==> config.mk <==
export PLATFORM = sky130hd
export DESIGN_NAME = turn_scheduler
export DESIGN_NICKNAME = d
export VERILOG_FILES = /design/src/rtl/turn_scheduler.sv
export SDC_FILE = /design/constraint.sdc
export NUM_CORES = 1
export LEC_CHECK = 0
export CORE_MARGIN = 2
export CORE_UTILIZATION = 51
export DETAILED_ROUTE_END_ITERATION = 7
export HOLD_SLACK_MARGIN = 0.06
export PLACE_DENSITY = 0.82
export SETUP_SLACK_MARGIN = 0.15
export SLEW_MARGIN = 10
export SYNTH_ARGS = -nofsm -noshare
export SYNTH_HDL_FRONTEND = slang
export SYNTH_SLANG_ARGS = --single-unit
==> constraint.sdc <==
create_clock -name clk60MHz -period 5.25 [get_ports clk60MHz]
set_clock_uncertainty 0.05 [all_clocks]
set_input_delay 1.05 -clock clk60MHz [delete_from_list [all_inputs] [get_ports clk60MHz]]
set_output_delay 1.05 -clock clk60MHz [all_outputs]
set_load 0.01 [all_outputs]
==> src/rtl/turn_scheduler.sv <==
// Turn/flight/settle sequencer for one board of the cat/dog match.
// Optional TURN_AIM_TIMEOUT_EN: auto-throw after AIM_TIMEOUT_FRAMES of aiming.
module turn_scheduler #(
    parameter int AIM_TIMEOUT_FRAMES    = 600,
    parameter int FLIGHT_TIMEOUT_FRAMES = 480,
    parameter int SETTLE_FRAMES         = 60
) (
    input  logic       clk60MHz,
    input  logic       rst,
    input  logic       frame_tick,
    input  logic       player1_ready,
    input  logic       player2_ready,
    input  logic [1:0] current_player,
    input  logic       left,
    input  logic       in_throw_flag,
    input  logic       end_throw,
    input  logic [6:0] hp_player1,
    input  logic [6:0] hp_player2,
    output logic [2:0] turn,
    output logic       local_turn,
    output logic       aim_en,
    output logic       throw_flag,
    output logic       flight_timeout,
    output logic [1:0] winner,
    output logic [2:0] state
);

    typedef enum logic [2:0] {
        S_IDLE       = 3'b000,
        S_WAIT_READY = 3'b001,
        S_AIM_LOCAL  = 3'b010,
        S_AIM_REMOTE = 3'b011,
        S_FLIGHT     = 3'b100,
        S_SETTLE     = 3'b101,
        S_GAME_OVER  = 3'b110
    } state_t;

    // The shared frame counter is 10 bits wide; every threshold must fit.
    if (AIM_TIMEOUT_FRAMES < 1 || AIM_TIMEOUT_FRAMES > 1023 ||
        FLIGHT_TIMEOUT_FRAMES < 1 || FLIGHT_TIMEOUT_FRAMES > 1023 ||
        SETTLE_FRAMES < 1 || SETTLE_FRAMES > 1023) begin : g_bad_cfg
        $error("turn_scheduler: frame threshold out of range");
    end

    localparam logic [9:0] FLIGHT_LIM = 10'(FLIGHT_TIMEOUT_FRAMES);
    localparam logic [9:0] SETTLE_LIM = 10'(SETTLE_FRAMES);

    state_t     state_q, state_d;
    logic [2:0] turn_q, turn_d;
    logic       local_turn_q, local_turn_d;
    logic       aim_en_q, aim_en_d;
    logic       throw_flag_q, throw_flag_d;
    logic       flight_timeout_q, flight_timeout_d;
    logic [1:0] winner_q, winner_d;
    logic [9:0] cnt_q, cnt_d;
    logic       left_q, in_throw_q;

    logic       both_ready, role_ok, left_fall, throw_rise, aim_done;
    logic       hp_zero;
    logic [2:0] turn_inc;

    function automatic logic is_local(input logic [2:0] t, input logic [1:0] r);
        return (~t[0] & (r == 2'b01)) | (t[0] & (r == 2'b10));
    endfunction

    assign both_ready = player1_ready & player2_ready;
    assign role_ok    = (current_player == 2'b01) | (current_player == 2'b10);
    assign left_fall  = left_q & ~left;
    assign throw_rise = ~in_throw_q & in_throw_flag;
    assign hp_zero    = (hp_player1 == 7'd0) | (hp_player2 == 7'd0);
    assign turn_inc   = turn_q + 3'd1;

`ifdef TURN_AIM_TIMEOUT_EN
    localparam logic [9:0] AIM_LIM = 10'(AIM_TIMEOUT_FRAMES);
    assign aim_done = left_fall | (cnt_q >= AIM_LIM);
`else
    assign aim_done = left_fall;
`endif

    always_comb begin
        state_d          = state_q;
        turn_d           = turn_q;
        throw_flag_d     = throw_flag_q;
        flight_timeout_d = flight_timeout_q;
        winner_d         = winner_q;
        case (state_q)
            S_IDLE: state_d = S_WAIT_READY;
            S_WAIT_READY: begin
                if (both_ready && role_ok) begin
                    state_d = is_local(turn_q, current_player) ? S_AIM_LOCAL : S_AIM_REMOTE;
                end
            end
            S_AIM_LOCAL: begin
                if (!both_ready) begin
                    state_d = S_WAIT_READY;
                end else if (aim_done) begin
                    state_d      = S_FLIGHT;
                    throw_flag_d = 1'b1;
                end
            end
            S_AIM_REMOTE: begin
                if (!both_ready) begin
                    state_d = S_WAIT_READY;
                end else if (throw_rise) begin
                    state_d = S_FLIGHT;
                end
            end
            S_FLIGHT: begin
                if (end_throw) begin
                    state_d          = S_SETTLE;
                    flight_timeout_d = 1'b0;
                    throw_flag_d     = 1'b0;
                end else if (cnt_q >= FLIGHT_LIM) begin
                    state_d          = S_SETTLE;
                    flight_timeout_d = 1'b1;
                    throw_flag_d     = 1'b0;
                end
            end
            S_SETTLE: begin
                if (cnt_q >= SETTLE_LIM) begin
                    if (hp_zero) begin
                        state_d  = S_GAME_OVER;
                        winner_d = {hp_player1 == 7'd0, hp_player2 == 7'd0};
                    end else begin
                        turn_d  = turn_inc;
                        state_d = is_local(turn_inc, current_player) ? S_AIM_LOCAL : S_AIM_REMOTE;
                    end
                end
            end
            S_GAME_OVER: state_d = S_GAME_OVER;
            default: state_d = S_IDLE;
        endcase

        local_turn_d = (state_d == S_AIM_LOCAL);
        aim_en_d     = (state_d == S_AIM_LOCAL);

        // Counter restarts on every state entry and saturates at full scale.
        if (state_d != state_q) begin
            cnt_d = 10'd0;
        end else if (frame_tick && cnt_q != 10'h3FF) begin
            cnt_d = cnt_q + 10'd1;
        end else begin
            cnt_d = cnt_q;
        end
    end

    always_ff @(posedge clk60MHz) begin
        if (rst) begin
            state_q          <= S_IDLE;
            turn_q           <= 3'd0;
            local_turn_q     <= 1'b0;
            aim_en_q         <= 1'b0;
            throw_flag_q     <= 1'b0;
            flight_timeout_q <= 1'b0;
            winner_q         <= 2'b00;
            cnt_q            <= 10'd0;
            left_q           <= 1'b0;
            in_throw_q       <= 1'b0;
        end else begin
            state_q          <= state_d;
            turn_q           <= turn_d;
            local_turn_q     <= local_turn_d;
            aim_en_q         <= aim_en_d;
            throw_flag_q     <= throw_flag_d;
            flight_timeout_q <= flight_timeout_d;
            winner_q         <= winner_d;
            cnt_q            <= cnt_d;
            left_q           <= left;
            in_throw_q       <= in_throw_flag;
        end
    end

    assign turn           = turn_q;
    assign local_turn     = local_turn_q;
    assign aim_en         = aim_en_q;
    assign throw_flag     = throw_flag_q;
    assign flight_timeout = flight_timeout_q;
    assign winner         = winner_q;
    assign state          = state_q;

endmodule

==> Yosys cells after proc, flatten, opt, wreduce, memory -nomap -nowiden <==
Cells that the tools add are included.
{ "op_classes": {"add_sub_neg": 2, "mux": 19, "n_eq_ne": 14, "bitwise_logic": 16, "n_lt_le_gt_ge": 2, "n_reduce_logical": 12} }
{ "op_table": {"columns": ["cell", "count"], "rows": [
  ["3-bit two-way mux", 9],
  ["3-bit case mux with 7 select lines", 1],
  ["7-bit logical NOT", 2],
  ["10-bit by 1-bit adder with 10-bit output (second input constant)", 1],
  ["10-bit by 6-bit >= comparator with 1-bit output (second input constant)", 1],
  ["10-bit by 9-bit >= comparator with 1-bit output (second input constant)", 1],
  ["10-bit inequality test (second input constant)", 1],
  ["3-bit by 2-bit == test with 1-bit output (second input constant)", 3],
  ["3-bit == test (second input constant)", 3],
  ["1-bit two-way mux", 8],
  ["1-bit AND", 7],
  ["3-bit AND reduction", 2],
  ["1-bit inverter", 5],
  ["2-bit inequality test (second input constant)", 2],
  ["1-bit OR", 4],
  ["4-bit AND reduction", 1],
  ["2-bit nonzero test", 2],
  ["3-bit by 1-bit adder with 3-bit output (second input constant)", 1],
  ["3-bit by 1-bit == test with 1-bit output (second input constant)", 1],
  ["3-bit logical NOT", 1],
  ["3-bit inequality test", 1],
  ["3-bit inequality test (second input constant)", 1],
  ["2-bit by 1-bit == test with 1-bit output (second input constant)", 1],
  ["2-bit == test (second input constant)", 1],
  ["4 further kinds", 5]
]} }
{ "word_totals": {"inputBits": 24, "ff_bits": 23} }

==> Longest topological paths before layout <==
{ "depth": {"word_depth": 10, "depth_mapped": 8} }

==> Least setup slack after synthesis <==
No wires, ideal clock.
{ "synth_path": {"path_kind": "input port to flip-flop", "start": "input current_player[0]", "end": "register cnt_q[1]", "path_buffers": 1, "slack_ns": 2.843, "path_stages": 7, "setup_ns": 0.073, "t_required_ns": 5.127, "arrival_ns": 2.285, "cell_sequence": "inv_1 -> ha_1 -> nor4_1 -> o32ai_1 -> o31a_1 -> buf_6 -> nor3b_2"} }
{ "synth_between": {"elab_chain_cells": 9, "word_cells_on_any_way": 18} }
{ "synth_lines": {"columns": ["item", "line_no", "source"], "rows": [
  ["start: declaration", "13", "input logic [1:0] current_player,"],
  ["2-bit by 1-bit == test with 1-bit output / 2-bit == test (equally long branches)", "63, 67", null],
  ["1-bit AND", "63", "return (~t[0] & (r == 2'b01)) | (t[0] & (r == 2'b10));"],
  ["1-bit OR", "63", null],
  ["1-bit two-way mux", "126", "state_d = is_local(turn_inc, current_player) ? S_AIM_LOCAL : S_AIM_REMOTE;"],
  ["3-bit two-way mux", "121", "if (hp_zero) begin"],
  ["3-bit two-way mux", "120", "if (cnt_q >= SETTLE_LIM) begin"],
  ["3-bit case mux with 7 select lines *", "86", "case (state_q)"],
  ["3-bit inequality test *", "138", "if (state_d != state_q) begin"],
  ["2-bit OR reduction (no source line) *", null, null],
  ["end signal: assignment", "167", "cnt_q <= cnt_d;"],
  ["end: declaration", "55", "logic [9:0] cnt_q, cnt_d;"]
]} }
Mark *: on every way between the ends. The rest lies on a longest branch, timed or not.
A chain may end at the register's enable or synchronous reset.

==> Worst setup path in the final report <==
{ "layout_path": {"start": "input current_player[0]", "end": "register cnt_q[9]"} }
The elaborated chain is that of the path after synthesis.

==> impl_metrics.ini <==
[status]
outcome = finished, final reports clean

[grt]
grt_max_degree = 13
antenna_found_initial = 0
grt_pass1_vias = 1174
grt_overflow = 0
grt_pass1_wl_mm = 5.34
grtUsageTotal_pct = 21.6

[synthesis]
yosys_most_used_dff = dfxtp_1
netlist_area_um2 = 1350
synth_edf_count = 0
postSynthCellCount = 150
ys_seq_elements = 23
ys_types = 43
seq_area_frac_synth_pct = 34.1
syn_nets = 179
synthArstFlopShare_pct = 0
yosys_warnings = 0
syn_avg_cell_area_um2 = 9.01

[finish]
fin_cells = 215
drive_gt1_share_pct = 9.73
final.fill_count = 202
nNetsFinal = 215
antenna_cells = 0
area_growth_pct = 28.6
fin_area_um2 = 1740

[timing]
tns_ns = 0
rsz0062_at_grt = false
finalCritPeriodShare_pct = 53.2
min_period_ns = 2.79
fmax_mhz = 358
setup_violations = 0
hold_viol_final = 0
worst_pin_slew_ns = 0.541
slew-limit-headroom_pct = 63.9
maxSlewViolCount = 0
fin_hold_ws_ns = 0.435

[placement]
port_buffers = 35
dpl_cell_area_um2 = 1710
dpl.cell_count = 211
gp_congestion = 0.838
post-dp-hpwl_mm = 2.43

[floorplanning]
core-area_um2 = 2500
initial_core_util_pct = 54.1
io_pins = 36
rows = 18
die_x_um = 55.5
die-area_um2 = 3080
die_h_um = 55.5

[detailed_routing]
routedWlPerCell_um = 14.5
drc = 0
dr.pass1.iters = 4
vias_per_cell = 5.61
drtIter0Drc = 35
postRouteAntennaNets = 0
wl_mm = 3.12
vias = 1207

[setup_path]
worstSetupStartpointType = input port
cp.required_ns = 5.44
cp-end-kind = register
critPathMaxFanout = 10
critPathKind = in2reg
cpPeakStageDelay_ns = 0.49
rr_startpoint = cnt_q[6]
crit_chain = clkdlybuf4s50_1 -> inv_1 -> ha_1 -> nor4_1 -> o32ai_1 -> o31a_1 -> nor3b_2
ff2ff_setup_slack_ns = 3.28
crit_arrival_ns = 2.99
reg2regPathDepth = 4
reg2reg_to = cnt_q[9]
crit_slowest_cell = clkdlybuf4s50_1

[cts]
cts_made_buffers = 3
cts.sinks = 23
tritoncts = built
cts_post_setup_buffers_inserted = 0
htreeDepth = 1
cts_hold_buf = 0
cts_resized = 0
cts_root_buffer = clkbuf_4
cts_buffer_depth = 2
clk_pin_slew_ns = 0.13
worstSkewPairLatency_ns = 0.32

[min_path]
hp-class = reg2reg
hold_depth = 2
min_to = winner[1]
hold_start = winner[1]

[power]
p_sw_mw = 0.0755
p_total_mw = 0.308
power.share.clock_pct = 27.1
p_int_mw = 0.233
p_seq_share_pct = 58.5
power_density_nw_per_um2 = 177
ir_drop_uv = 202
comb_power_share_pct = 14.5
leakagePower_nw = 0.603
p_sw_share_pct = 24.5

[run]
drv_cap = 0
worst max-delay path: cells and delay by family:
family | cells | cell delay [ns]
adder cells (fa/ha/maj) | 1 | 0.30
buffers and inverters | 2 | 0.54
AO/OA/AOI/OAI | 2 | 0.55
AND/OR/NAND/NOR | 2 | 0.54
power groups by stage:
| stage | Combinational, mW | Clock (mW) | Sequential (mW) |
|---|---|---|---|
| floorplan | 0.0208 | 0 | 0.183 |
| global route | 0.0487 | 0.0954 | 0.181 |
| finish | 0.0446 | 0.0834 | 0.180 |
| global placement | 0.0430 | 0 | 0.184 |
| CTS | 0.0451 | 0.0855 | 0.180 |
| detailed placement | 0.0450 | 0 | 0.184 |
sequential cells by signal (all words and copies together), names as in the netlist:
signal          count
winner              2
flight_timeout      1
left_q              1
cnt_q              10
turn                3
throw_flag          1
aim_en              1
state               3
in_throw_q          1
layer usage:
layer / GRT usage, % / wire length, um / vias up
li1: - / - / 606
met1: 25.4 / 1320 / 566
met2: 39.3 / 1620 / 35
met3: 6.32 / 177 / 0
met4: 3.14 / 0 / 0
met5: 0 / 0 / -
worst max-delay path by stage:
stage	to	start	depth (start not counted)
after floorplan	cnt_q[1]	current_player[0]	7
after global placement	cnt_q[9]	current_player[0]	7
after detailed placement	cnt_q[9]	current_player[0]	7
after CTS	cnt_q[9]	current_player[0]	7
after global routing	cnt_q[9]	current_player[0]	7
final	cnt_q[9]	current_player[0]	7
cell usage after synthesis (5+ instances only):
cell type  instances  area, um2
nand3_1            5       25.0
ha_1               5       62.6
dfxtp_1           23        460
xnor2_1            8       70.1
nor2_1            18       67.6
nor3b_2            6       75.1
inv_1              8       30.0
nor3_1             7       35.0
nand2_1           11       41.3
kinds of logic after synthesis:
| logic type | Yosys count | share of synthesized area [%] |
|---|---|---|
| fa+ha+maj | 5 | 4.63 |
| simple gates | 75 | 36.3 |
| compound gates | 20 | 10.6 |
| xor+xnor | 11 | 7.13 |
| mux | 4 | 2.96 |
| flops | 23 | 34.1 |
| buf+inv | 12 | 4.26 |
area by class of cell:
class	count	area [um2]	area share, %
inverters	8	30.0	1.73
clock buffers	4	26.3	1.51
repair buffers	35	350	20.2
well taps	30	37.5	2.16
flip-flops and latches	23	460	26.5
multi-input cells	115	833	47.9
cells in the final DEF, fill, tap and decap left out, types with 2 or more instances in the layout:
master,synthesis,layout
a211oi_1,2,2
a21oi_1,4,4
a31oi_1,3,3
and3_1,2,2
clkbuf_4,0,3
clkdlybuf4s50_1,0,35
dfxtp_1,23,23
ha_1,5,5
inv_1,8,8
mux2i_1,4,4
nand2_1,11,11
nand2b_1,4,4
nand3_1,5,5
nand3b_1,2,2
nand4_1,4,4
nor2_1,18,18
nor2b_1,2,2
nor3_1,7,7
nor3b_2,6,6
nor4_1,2,2
nor4_2,3,3
nor4_4,2,2
o31ai_1,2,2
xnor2_1,8,8
xor2_1,3,3
per-stage QoR:
step	util, %	setup slack, ns
2_1_floorplan	-	2.84
3_3_place_gp	68.5	2.21
3_5_place_dp	68.5	2.11
4_1_cts	69.5	2.45
5_1_grt	69.5	2.38
6_report	69.5	2.46
Note: power is estimated with default switching activity, not from simulation.
